===== config.mk =====
export PLATFORM = sky130hd
export DESIGN_NAME = mem_stage
export DESIGN_NICKNAME = d
export VERILOG_FILES = /design/src/rtl/mem_stage_pkg.sv /design/src/rtl/mem_wb_reg.sv /design/src/rtl/mem_stage.sv
export SDC_FILE = /design/constraint.sdc
export NUM_CORES = 1
export LEC_CHECK = 0
export ABC_AREA = 1
export CORE_MARGIN = 10
export CORE_UTILIZATION = 45
export CTS_CLUSTER_SIZE = 28
export DETAILED_ROUTE_END_ITERATION = 7
export DONT_BUFFER_PORTS = 1
export GPL_ROUTABILITY_DRIVEN = 0
export PLACE_DENSITY_LB_ADDON = 0.12
export SETUP_SLACK_MARGIN = 0.15
export SLEW_MARGIN = 20
export SYNTH_ARGS = -nofsm -noshare
export SYNTH_HDL_FRONTEND = slang
export SYNTH_HIERARCHICAL = 1
export SYNTH_SLANG_ARGS = --single-unit

===== constraint.sdc =====
create_clock -name clk -period 2.5 [get_ports clk]
set_clock_uncertainty 0.2 [all_clocks]
set_input_delay 0.5 -clock clk [delete_from_list [all_inputs] [get_ports clk]]
set_output_delay 0.5 -clock clk [all_outputs]
set_load 0.01 [all_outputs]

===== src/rtl/mem_stage_pkg.sv =====
// mem_stage_pkg: shared definitions for the microRISC memory-access stage.
//   - mem_state_e : access FSM encoding (IDLE / WAIT)
//   - wb_fields_t : contents of the MEM/WB pipeline register
//   - DATA_W, REG_W, DEF_TIMEOUT, DEF_CNT_W : widths and default limits
package mem_stage_pkg;

    localparam int DATA_W      = 16;
    localparam int REG_W       = 3;
    localparam int DEF_TIMEOUT = 16;
    localparam int DEF_CNT_W   = 8;

    typedef enum logic {
        S_IDLE = 1'b0,
        S_WAIT = 1'b1
    } mem_state_e;

    typedef struct packed {
        logic              reg_write;
        logic              mem_to_reg;
        logic [DATA_W-1:0] alu_result;
        logic [DATA_W-1:0] read_data;
        logic [REG_W-1:0]  write_reg;
    } wb_fields_t;

endpackage


===== src/rtl/mem_wb_reg.sv =====
// mem_wb_reg: MEM/WB pipeline register.
// Ports:
//   clk, rst_n : clock, asynchronous active-low reset (clears all fields)
//   en         : load d into q
//   bubble     : clear the control bits (reg_write, mem_to_reg), hold data
//   flush      : clear every field
//   d / q      : register input / output fields
// Priority: flush > bubble > en.
module mem_wb_reg
    import mem_stage_pkg::*;
(
    input  logic       clk,
    input  logic       rst_n,
    input  logic       en,
    input  logic       bubble,
    input  logic       flush,
    input  wb_fields_t d,
    output wb_fields_t q
);

    always_ff @(posedge clk or negedge rst_n) begin
        if (!rst_n) begin
            q <= '0;
        end else if (flush) begin
            q <= '0;
        end else if (bubble) begin
            q.reg_write  <= 1'b0;
            q.mem_to_reg <= 1'b0;
        end else if (en) begin
            q <= d;
        end
    end

endmodule


===== src/rtl/mem_stage.sv =====
// mem_stage: memory-access stage of the microRISC pipeline.
// Drives the data-memory req/ack bus for loads/stores, stalls upstream
// while an access is outstanding, aborts after TIMEOUT request cycles and
// holds the MEM/WB register feeding write-back and forwarding.
// Ports:
//   clk, rst_n              : clock, asynchronous active-low reset
//   flush                   : kill the instruction currently in MEM
//   mem_*                   : EX/MEM pipeline register fields
//   dmem_req/we/addr/wdata  : data-memory request side
//   dmem_rdata/ack          : data-memory response side
//   mem_stall               : freeze the upstream pipeline this cycle
//   mem_fault, fault_clr    : sticky fault flag and its clear
//   wb_*                    : MEM/WB register outputs
//   dbg_state               : current access FSM state
//
// Bus handshake: dmem_req is held high with dmem_addr/dmem_we/dmem_wdata
// stable until a rising edge where dmem_ack is also high (that edge
// completes the access, dmem_rdata is sampled with it), or until the
// stage aborts on timeout. dmem_ack while dmem_req is low is ignored.
module mem_stage
    import mem_stage_pkg::*;
#(
    parameter int TIMEOUT = DEF_TIMEOUT,
    parameter int CNT_W   = DEF_CNT_W
) (
    input  logic              clk,
    input  logic              rst_n,
    input  logic              flush,
    input  logic              mem_reg_write,
    input  logic              mem_mem_read,
    input  logic              mem_mem_write,
    input  logic              mem_mem_to_reg,
    input  logic [DATA_W-1:0] mem_alu_result,
    input  logic [DATA_W-1:0] mem_write_data,
    input  logic [REG_W-1:0]  mem_write_reg,
    output logic              dmem_req,
    output logic              dmem_we,
    output logic [DATA_W-1:0] dmem_addr,
    output logic [DATA_W-1:0] dmem_wdata,
    input  logic [DATA_W-1:0] dmem_rdata,
    input  logic              dmem_ack,
    output logic              mem_stall,
    output logic              mem_fault,
    input  logic              fault_clr,
    output logic              wb_reg_write,
    output logic              wb_mem_to_reg,
    output logic [DATA_W-1:0] wb_alu_result,
    output logic [DATA_W-1:0] wb_read_data,
    output logic [REG_W-1:0]  wb_write_reg,
    output mem_state_e        dbg_state
);

    mem_state_e        state;
    logic [CNT_W-1:0]  cnt;

    // Holding registers for the outstanding access
    logic [DATA_W-1:0] h_addr;
    logic [DATA_W-1:0] h_wdata;
    logic              h_we;
    logic              h_reg_write;
    logic              h_mem_to_reg;
    logic              h_is_load;
    logic [REG_W-1:0]  h_write_reg;
    logic              h_flush;

    logic       access;
    logic       idle_go;
    logic       timeout_hit;
    logic       wait_done;
    logic       fault_set;

    logic       wb_en;
    logic       wb_bubble;
    logic       wb_flush;
    wb_fields_t wb_d;
    wb_fields_t wb_q;

    assign access  = mem_mem_read | mem_mem_write;
    // A flushed instruction never reaches the bus
    assign idle_go = (state == S_IDLE) & access & ~flush;
    // cnt is 1 in the first WAIT cycle (the IDLE request cycle counts as
    // the first), so the abort cycle is the TIMEOUT-th request cycle.
    assign timeout_hit = (state == S_WAIT) & ~dmem_ack
                         & (cnt == CNT_W'(TIMEOUT - 1));
    assign wait_done   = (state == S_WAIT) & (dmem_ack | timeout_hit);
    assign fault_set   = (idle_go & mem_mem_read & mem_mem_write) | timeout_hit;

    // Bus and stall outputs; all forced low while reset is asserted
    always_comb begin
        dmem_req   = 1'b0;
        dmem_we    = 1'b0;
        dmem_addr  = '0;
        dmem_wdata = '0;
        mem_stall  = 1'b0;
        if (rst_n) begin
            case (state)
                S_IDLE: begin
                    if (idle_go) begin
                        dmem_req   = 1'b1;
                        dmem_addr  = mem_alu_result;
                        dmem_wdata = mem_write_data;
                        dmem_we    = mem_mem_write & ~mem_mem_read;
                        mem_stall  = ~dmem_ack;
                    end
                end
                S_WAIT: begin
                    dmem_req   = 1'b1;
                    dmem_addr  = h_addr;
                    dmem_wdata = h_wdata;
                    dmem_we    = h_we;
                    mem_stall  = ~(dmem_ack | timeout_hit);
                end
                default: ;
            endcase
        end
    end

    // MEM/WB input selection
    always_comb begin
        wb_d      = '0;
        wb_en     = 1'b0;
        wb_bubble = 1'b0;
        wb_flush  = 1'b0;
        if (state == S_IDLE) begin
            wb_flush        = flush;
            wb_bubble       = mem_stall;
            wb_en           = 1'b1;
            wb_d.reg_write  = mem_reg_write;
            wb_d.mem_to_reg = mem_mem_to_reg;
            wb_d.alu_result = mem_alu_result;
            wb_d.read_data  = mem_mem_read ? dmem_rdata : '0;
            wb_d.write_reg  = mem_write_reg;
        end else begin
            wb_en           = wait_done;
            wb_bubble       = ~wait_done;
            // A flush seen at any point during WAIT squashes the write-back
            wb_d.reg_write  = h_reg_write & ~(h_flush | flush);
            wb_d.mem_to_reg = h_mem_to_reg;
            wb_d.alu_result = h_addr;
            // Aborted loads complete with zero data (dmem_ack is low then)
            wb_d.read_data  = (h_is_load & dmem_ack) ? dmem_rdata : '0;
            wb_d.write_reg  = h_write_reg;
        end
    end

    always_ff @(posedge clk or negedge rst_n) begin
        if (!rst_n) begin
            state        <= S_IDLE;
            cnt          <= '0;
            h_addr       <= '0;
            h_wdata      <= '0;
            h_we         <= 1'b0;
            h_reg_write  <= 1'b0;
            h_mem_to_reg <= 1'b0;
            h_is_load    <= 1'b0;
            h_write_reg  <= '0;
            h_flush      <= 1'b0;
            mem_fault    <= 1'b0;
        end else begin
            case (state)
                S_IDLE: begin
                    if (idle_go && !dmem_ack) begin
                        state        <= S_WAIT;
                        cnt          <= CNT_W'(1);
                        h_addr       <= mem_alu_result;
                        h_wdata      <= mem_write_data;
                        h_we         <= mem_mem_write & ~mem_mem_read;
                        h_reg_write  <= mem_reg_write;
                        h_mem_to_reg <= mem_mem_to_reg;
                        h_is_load    <= mem_mem_read;
                        h_write_reg  <= mem_write_reg;
                        h_flush      <= 1'b0;
                    end
                end
                S_WAIT: begin
                    if (flush) begin
                        h_flush <= 1'b1;
                    end
                    if (wait_done) begin
                        state <= S_IDLE;
                        cnt   <= '0;
                    end else begin
                        cnt <= cnt + CNT_W'(1);
                    end
                end
                default: state <= S_IDLE;
            endcase

            // Setting the fault wins over a simultaneous clear
            if (fault_set) begin
                mem_fault <= 1'b1;
            end else if (fault_clr) begin
                mem_fault <= 1'b0;
            end
        end
    end

    mem_wb_reg u_mem_wb_reg (
        .clk    (clk),
        .rst_n  (rst_n),
        .en     (wb_en),
        .bubble (wb_bubble),
        .flush  (wb_flush),
        .d      (wb_d),
        .q      (wb_q)
    );

    assign wb_reg_write  = wb_q.reg_write;
    assign wb_mem_to_reg = wb_q.mem_to_reg;
    assign wb_alu_result = wb_q.alu_result;
    assign wb_read_data  = wb_q.read_data;
    assign wb_write_reg  = wb_q.write_reg;
    assign dbg_state     = state;

endmodule


Word-level counts from Yosys, hierarchy flattened:

Cells that the tools add are included.

* flip-flop bits (word level): 87
* bits of input ports: 60
* output and inout port bits: 74
* word-level logic and storage cells: 86

* $add $sub $neg: 1
* equality and inequality tests: 4
* mux-type cells: 36
* bitwise operators: 21
* reductions and logical operators: 8

Operators with widths (number)
* $mux W37: 3
* $mux W16: 6
* $pmux W16 S2: 2
* $mux W35: 1
* $mux W8: 2
* $pmux W8 S2: 1
* $mux W1: 15
* $and A1 B1 Y1: 10
* $pmux W1 S2: 5
* $add A8 B1 Y8 const B: 1
* $eq A8 B4 Y1 const B: 1
* $not A1 Y1: 7
* $reduce_and A2 Y1: 3
* $ne A2 B2 Y1 const B: 2
* $or A1 B1 Y1: 4
* $reduce_bool A2 Y1: 2
* $reduce_bool A3 Y1: 1
* $mux W2: 1
* $ne A2 B1 Y1 const B: 1
* $logic_and A1 B1 Y1: 1
* $logic_not A1 Y1: 1

Longest topological paths before layout:

Gate-level depths: netlist (run 1).

* word-level depth: 10
* gate-level depth with buffers: 11
* depth with buffers taken out: 10

Modules after synthesis:

The synthesis (run 1) kept the hierarchy.

By module, submodules not included
* mem_stage: instances 1, cells each 422, area each 2955.3 um^2, seq. area each 1251.2 um^2
* mem_wb_reg: instances 1, cells each 170, area each 1695.4 um^2, seq. area each 925.9 um^2

Least setup slack after synthesis (run 1):

OpenSTA, ideal clock, no wires.

* path type: reg2reg
* from: register state (netlist: dbg_state)
* to: register u_mem_wb_reg/q[5] in the netlist's numbering
* arrival time: 1.754 ns
* required time: 2.235 ns
* slack: 0.481 ns
* stages on the path, launching flop included: 9
* cell sequence: dfrtp_1 buf_4 buf_4 o31ai_1 inv_4 nand2_4 buf_4 nand3_1 nand2_1

* word-level cells in the longest chain between the ends: 9
* elaborated cells between the ends (all ways): 22

RTL lines
* start, declared: RTL line mem_stage.sv:53 `mem_state_e state;`
* start signal, assigned: RTL line mem_stage.sv:148 `state <= S_IDLE;`
* start signal, assigned: RTL line mem_stage.sv:163 `state <= S_WAIT;`
* start signal, assigned: RTL line mem_stage.sv:180 `state <= S_IDLE;`
* $and A1 B1 Y1 or $not A1 Y1 (tied branches)
* $and A1 B1 Y1, on equally long branches: RTL line mem_stage.sv:84, mem_stage.sv:80
* $or A1 B1 Y1 or $and A1 B1 Y1 (tied branches): RTL line mem_stage.sv:85, mem_stage.sv:111, mem_stage.sv:80
* $not A1 Y1 or $mux W1 (tied branches): RTL line mem_stage.sv:111, mem_stage.sv:98
* $pmux W1 S2: RTL line mem_stage.sv:96 `case (state)`
* $mux W1: RTL line mem_stage.sv:95 `if (rst_n) begin`
* $mux W1 *: RTL line mem_stage.sv:124 `if (state == S_IDLE) begin`
* net wb_bubble: RTL line mem_stage.sv:73 `logic wb_bubble;`
* $ne A2 B2 Y1 (no line) *
* $reduce_and A2 Y1 (no line) *
* end, declared: RTL line mem_wb_reg.sv:18 `output wb_fields_t q`

The timed path passes the listed nets; every way through them passes the cells marked *. The select of a mux whose other input is x is not followed.
A chain may end at the register's enable or synchronous reset.

Worst setup path in the final report (run 1):

* from: register state (netlist: dbg_state)
* to: output port dmem_addr[7]

* word-level cells in the longest chain between the ends: 6

RTL lines
* $not A1 Y1 (no line)
* $and A1 B1 Y1 (2 in a row): RTL line mem_stage.sv:80 `assign idle_go = (state == S_IDLE) & access & ~flush;`
* $mux W16: RTL line mem_stage.sv:98 `if (idle_go) begin`
* $pmux W16 S2 *: RTL line mem_stage.sv:96
* $mux W16 *: RTL line mem_stage.sv:95
* end, declared: RTL line mem_stage.sv:38 `output logic [DATA_W-1:0] dmem_addr,`

Mark *: on every way between the ends. The rest lies on a longest branch, timed or not.

==> flow_summary_export.csv, run 1 <==
group,metric,value,unit
status,outcome,"complete, but fails checks",
status,violations,"hold timing",
critical_path,crit_fanout,8,
floorplan,floorplan.io_pins,134,
clock_network,ctsHtreeMaxLevel,3,
yosys,yosysSeqAreaShare,46.81,%
yosys,ys_types,35,
yosys,syn_avg_cell_area,7.856,um^2
timing,unrepaired_setup_endpoints_after_global_routing,"false",
drt,final_antenna_net_count,0,
yosys,synth_ff_type,"sky130_fd_sc_hd__dfrtp_1",
drt,wl_met3,1241,um
power_and_ir_drop,ir_worst_vdd,351.6,uV
cells_and_area,signed_area_change_from_the_synthesized_netlist_to_the_final_layout,8.986,%
floorplan,fp.dieH,121.7,um
global_route,grt_pass1_vias,3952,
timing,setup-violations-final,0,
global_route,track_usage,18.14,%
timing,fin_crit,2.251,ns
drt,drt-pass1-iter-count,5,
clock_network,cts-buffers-inserted,9,
yosys,synth-async-reset-ratio,100.0,%
yosys,postSynthNetCount,653,
yosys,synth_top_cell_area_share,46.81,%
power_and_ir_drop,total_leakage_power,0.002483,uW
drt,met1Wirelength,5701,um
place,dp.cells,708,
drt,drt_first_iter_violations,304,
cells_and_area,largest_register,"u_mem_wb_reg/q",
cells_and_area,final_design_area_no_fill,0.005069,mm^2
critical_path,r2r_setup_slack,0.37,ns
drt,totalWireLength,13330,um
clock_network,worstSkewPairLatency,0.36,ns
flow_run,maxCapViolations,0,
timing,max_slew.worst_pin.slew,0.7382,ns
timing,fin_hold_ws,-0.3694,ns
timing,final_tns_setup,0,ns
global_route,grt_max_degree,89,
floorplan,floorplan.initialDensity,45.66,%
drt,drc_violation_count_after_routing,0,
critical_path,timing.setup.critical_path_class,"flop to primary output",
yosys,synth_warnings,6,
timing,timing.final.max_slew_violations,0,
critical_path,worst_setup_path_end_kind,"primary output",
clock_network,cts_tree,"done",
min_path,worst_hold_path_type,"input pin to asynchronous set/reset pin",
floorplan,die_area,0.01480,mm^2
clock_network,worst_setup_hold_path_clk_slew,0.09,ns
place,post_dp_cell_area,0.004644,mm^2
clock_network,cts.path.max_buffers,2,
timing,hold_viol_final,87,
critical_path,worst_r2r_startpoint,"dbg_state",
timing,timing.slew.headroom,50.72,%
yosys,synth.top_cells.by_area,"sky130_fd_sc_hd__dfrtp_1, sky130_fd_sc_hd__nand2_1, sky130_fd_sc_hd__nand4_1",
critical_path,critPathLaunchType,"flop",
global_route,antenna_found_initial,0,
drt,routed_length_per_placed_instance,18.26,um
place,detailed_place_hpwl,9110,um
floorplan,core_region_area,0.01018,mm^2
power_and_ir_drop,total_power,3652,uW
yosys,synthesis.area,0.004651,mm^2
critical_path,cp.arrival,1.55,ns
yosys,synth-edff-count,0,
critical_path,crit_path_start,"dbg_state",
cells_and_area,mostFrequentLayoutCell,"sky130_fd_sc_hd__nand2_1",
cells_and_area,layout.nets,650,
yosys,syn-instance-count,592,
critical_path,crit_required,1.80,ns
yosys,synth.largest_area_cell,"sky130_fd_sc_hd__dfrtp_1",
drt,vias_post_dr,3994,
global_route,grt_overflow,0,
global_route,grt_pass1_wl,21590,um
timing,timing.final.crit_share,90.02,%
cells_and_area,drive_gt1_share,13.97,%
cells_and_area,largest_registers,"u_mem_wb_reg/q x37, h_addr x16, h_wdata x16",
drt,routed.top_layer,"met4",
drt,via_per_inst,5.471,
cells_and_area,final_cell_mix,"sky130_fd_sc_hd__nand2_1, sky130_fd_sc_hd__dfrtp_1, sky130_fd_sc_hd__nand3_1",
floorplan,row_count,37,
cells_and_area,layoutNonFillerInstCount,730,
critical_path,r2r_end,"u_mem_wb_reg/q[19]",
critical_path,worst_case_reg_to_reg_path_depth,11,
drt,met2WireLength,6222,um
place,place.port_buffers,0,
yosys,yosys_register_bits,87,
power_and_ir_drop,pwr_density_cell,720.6,mW/mm^2
clock_network,root_buffer,"sky130_fd_sc_hd__clkbuf_8",
cells_and_area,largest_reg_flops,37,
cells_and_area,antenna_cells_inserted,0,
clock_network,clock_sink_count,87,
floorplan,die_width,121.7,um
timing,maximum_clock_rate,444.3,MHz
## metal layers
layer,vias up,GRT usage (%)
li1,1924,-
met1,1940,22.98
met2,119,28.18
met3,11,6.846
met4,0,5.589
met5,-,0
## report_power, final
part	total [uW]	leakage, uW	switching (uW)	internal [uW]
Combinational	742	0.00126	474	267
Clock	1070	0.000109	515	556
Sequential	1840	0.00112	201	1640
Total	3650	0.00248	1190	2460
## cells by family after synthesis
family / count (synthesis) / share of synthesized area [%]
AOI/OAI and AO/OA: 62 / 7.157
xor gates and xnor gates: 3 / 0.5651
adders and majority gates: 1 / 0.2690
buffers and inverters: 67 / 9.524
DFF: 87 / 46.81
and+or+nand+nor: 372 / 35.67
## Yosys cell counts (all sizes together), types with 2 or more instances
| cell type | instances |
|---|---|
| nand3 | 44 |
| buf | 35 |
| nand4 | 38 |
| a21oi | 37 |
| dfrtp | 87 |
| nand2 | 260 |
| o22ai | 2 |
| nor2 | 13 |
| xor2 | 2 |
| nor3b | 16 |
| clkbuf | 5 |
| o21ai | 20 |
| inv | 26 |
## timing repair
action	in CTS	in global routing
buffers inserted	4	1
resized for setup	24	10
gates cloned	0	1
endpoints found under the setup margin	33	62
pin swaps	3	2
endpoints found under the hold margin	87	87
## worst max path at each step
stage                          to  cells past startpoint
5_1_grt             dmem_addr[15]                      5
3_3_place_gp        dmem_wdata[4]                      6
3_5_place_dp   u_mem_wb_reg/q[19]                      9
6_report             dmem_addr[7]                      7
4_1_cts             dmem_addr[15]                      5
2_1_floorplan   u_mem_wb_reg/q[5]                      8
## metrics by stage
step           utilization [%]  hold slack, ns  setup WS, ns
6_report                 49.77         -0.3694        0.2494
5_1_grt                  49.77         -0.4047        0.1541
2_1_floorplan                -        0.004409        0.4809
3_3_place_gp             45.60        0.009420        0.2835
4_1_cts                  48.97         -0.3959        0.1655
3_5_place_dp             45.60        0.009578        0.2001
## cell type report
type | count | area [um^2]
timing repair buffer | 26 | 256.5
fill | 1024 | 5116
sequential | 87 | 2178
tap | 136 | 170.2
multi-input combinational | 438 | 2143
clock buffer | 9 | 123.9
clock inverter | 7 | 87.58
inverter | 27 | 108.9
## critical path, stage by stage (launching register included)
cell and delay, ns:
sky130_fd_sc_hd__dfrtp_2 0.44, sky130_fd_sc_hd__nor2_4 0.10, sky130_fd_sc_hd__nand2_2 0.08, sky130_fd_sc_hd__clkinv_4 0.12, sky130_fd_sc_hd__buf_4 0.13, sky130_fd_sc_hd__nand2_1 0.04
sky130_fd_sc_hd__a21oi_1 0.13, sky130_fd_sc_hd__buf_4 0.15
Power figures use the tool's default switching activity.
==> inputs of run 2 (changes only) <==
--- a/config.mk
+++ b/config.mk
@@ -10,7 +10,6 @@
 export CORE_UTILIZATION = 45
 export CTS_CLUSTER_SIZE = 28
 export DETAILED_ROUTE_END_ITERATION = 7
-export DONT_BUFFER_PORTS = 1
 export GPL_ROUTABILITY_DRIVEN = 0
 export PLACE_DENSITY_LB_ADDON = 0.12
 export SETUP_SLACK_MARGIN = 0.15
==> constraint.sdc (replaced) <==
create_clock -name clk -period 2.3 [get_ports clk]
set_clock_uncertainty 0.2 [all_clocks]
set_input_delay 0.46 -clock clk [delete_from_list [all_inputs] [get_ports clk]]
set_output_delay 0.46 -clock clk [all_outputs]
set_load 0.01 [all_outputs]
==> flow_summary_export.csv, run 2 (synthesized netlist as in run 1, its figures left out) <==
group,metric,value,unit
cells_and_area,drive_gt1_share,25.74,%
floorplan,floorplan.io_pins,134,
timing,timing.final.crit_share,104.3,%
floorplan,row_count,37,
global_route,track_usage,19.99,%
cells_and_area,fillerInstances,867,
cells_and_area,final_design_area_no_fill,0.007057,mm^2
global_route,antenna_found_initial,0,
status,violations,"hold timing, setup timing",
place,place.port_buffers,133,
clock_network,cts-buffers-inserted,9,
global_route,grt_max_degree,45,
power_and_ir_drop,total_leakage_power,0.003475,uW
cells_and_area,layoutNonFillerInstCount,913,
status,outcome,"complete, but fails checks",
clock_network,worstSkewPairLatency,0.36,ns
drt,totalWireLength,15290,um
drt,drc_violation_count_after_routing,0,
clock_network,clock_sink_count,87,
drt,via_per_inst,5.254,
floorplan,core_region_area,0.01018,mm^2
critical_path,cp.arrival,1.74,ns
place,dpl_worst_slack,-0.6241,ns
timing,timing.slew.headroom,57.43,%
drt,final_antenna_net_count,0,
clock_network,cts.path.max_buffers,2,
global_route,grt_pass1_wl,24010,um
timing,unrepaired_setup_endpoints_after_global_routing,"true",
timing,fin_crit,2.400,ns
floorplan,floorplan.initialDensity,45.66,%
min_path,worst_hold_path_type,"input pin to asynchronous set/reset pin",
drt,vias_post_dr,4797,
place,dp.cells,873,
cells_and_area,layout.nets,833,
critical_path,timing.setup.critical_path_class,"flop to primary output",
clock_network,ctsHtreeMaxLevel,3,
floorplan,die_width,121.7,um
cells_and_area,mostFrequentLayoutCell,"sky130_fd_sc_hd__nand2_1",
timing,setup-violations-final,18,
global_route,grt_overflow,0,
global_route,grt_pass1_vias,4790,
timing,maximum_clock_rate,416.7,MHz
place,post_dp_cell_area,0.006276,mm^2
place,detailed_place_hpwl,9973,um
timing,hold_viol_final,4,
timing,fin_ws,-0.09974,ns
power_and_ir_drop,ir_worst_vdd,310.1,uV
cells_and_area,largest_register,"u_mem_wb_reg/q",
flow_run,maxCapViolations,0,
timing,max_slew.worst_pin.slew,0.6378,ns
cells_and_area,final_cell_mix,"sky130_fd_sc_hd__nand2_1, sky130_fd_sc_hd__clkdlybuf4s50_1, sky130_fd_sc_hd__dfrtp_1",
clock_network,root_buffer,"sky130_fd_sc_hd__clkbuf_8",
timing,fin_hold_ws,-0.004002,ns
timing,timing.final.max_slew_violations,0,
critical_path,critPathLaunchType,"flop",
clock_network,worst_setup_hold_path_clk_slew,0.09,ns
drt,drt-pass1-iter-count,4,
critical_path,crit_required,1.64,ns
cells_and_area,signed_area_change_from_the_synthesized_netlist_to_the_final_layout,51.74,%
clock_network,cts_tree,"done",
drt,drt_first_iter_violations,470,
floorplan,fp.dieH,121.7,um
drt,routed_length_per_placed_instance,16.75,um
clock_network,cts_hold_repair.buffers,0,
floorplan,die_area,0.01480,mm^2
timing,final_tns_setup,-0.7139,ns
power_and_ir_drop,pwr_density_cell,689.2,mW/mm^2
critical_path,crit_fanout,7,
cells_and_area,antenna_cells_inserted,0,
cells_and_area,largest_reg_flops,37,
critical_path,worst_setup_path_end_kind,"primary output",
cells_and_area,largest_registers,"u_mem_wb_reg/q x37, h_addr x16, h_wdata x16",
-- run 2: changes by cell type in the layout (fill, tap and decap cells not counted), sizes merged --
cell | previous run | this run
clkinv | 6 | 2
clkdlybuf4s50 | 0 | 92
buf | 25 | 107
bufinv | 2 | 4
dlygate4sd2 | 0 | 3
inv | 25 | 26
clkdlybuf4s15 | 0 | 3
clkinvlp | 1 | 0
clkbuf | 10 | 15
-- run 2: report_power, final --
group | internal (uW) | switching (uW) | total, uW
registers | 1780 | 153 | 1930
clock network | 864 | 561 | 1430
logic | 736 | 769 | 1500
total | 3380 | 1480 | 4860
-- run 2: final cells by class --
cell class / instances / area [um^2] / share of cell area (%)
clock inverters: 5 / 128.9 / 1.826
well taps: 136 / 170.2 / 2.411
repair buffers: 209 / 2029 / 28.76
clock buffers: 11 / 141.4 / 2.004
multi-input cells: 438 / 2302 / 32.62
flip-flops and latches: 87 / 2178 / 30.87
inverters: 27 / 106.4 / 1.507
-- run 2: worst paths after layout --
check                             from  slack (ns)            endpoint  cells past startpoint
max reg2reg                  dbg_state        0.10  u_mem_wb_reg/q[22]                     12
min reg2reg                h_wdata[13]        0.29         h_wdata[13]                      2
min                              rst_n      -0.004              cnt[6]                      2
min in group clk           h_wdata[13]        0.29         h_wdata[13]                      2
max                          dbg_state        -0.1        dmem_addr[9]                      9
max in group asynchronous        rst_n        0.86           dbg_state                      3
-- run 2: routing by layer --
layer,vias up,routed length (um),track usage (%)
li1,2309,-,-
met1,2297,6367,24.40
met2,166,7507,33.73
met3,25,1114,5.319
met4,0,299,6.334
met5,-,0,0
-- run 2: worst max-delay path, stage by stage (launching register included) --
cell                      delay, ns
sky130_fd_sc_hd__dfrtp_2       0.45
sky130_fd_sc_hd__nor2_4        0.13
sky130_fd_sc_hd__nand2_4       0.07
sky130_fd_sc_hd__inv_4         0.08
sky130_fd_sc_hd__buf_12        0.12
sky130_fd_sc_hd__buf_12        0.13
sky130_fd_sc_hd__buf_12        0.11
sky130_fd_sc_hd__nand2_4       0.04
sky130_fd_sc_hd__a21oi_2       0.12
sky130_fd_sc_hd__buf_2         0.14
-- run 2: repair_timing --
| item | 4_1_cts | 5_1_grt |
|---|---|---|
| cloned | 3 | 5 |
| resized for setup | 194 | 38 |
| setup endpoints to repair | 112 | 97 |
| buffers inserted | 14 | 2 |
| pin swaps | 10 | 41 |
-- run 2: stage by stage --
stage          total power, uW  utilization (%)
6_report                  4864            69.29
5_1_grt                   5125            69.29
4_1_cts                   4764            66.39
3_5_place_dp              3257            61.62
3_3_place_gp              3221            61.62
2_1_floorplan             2605                -
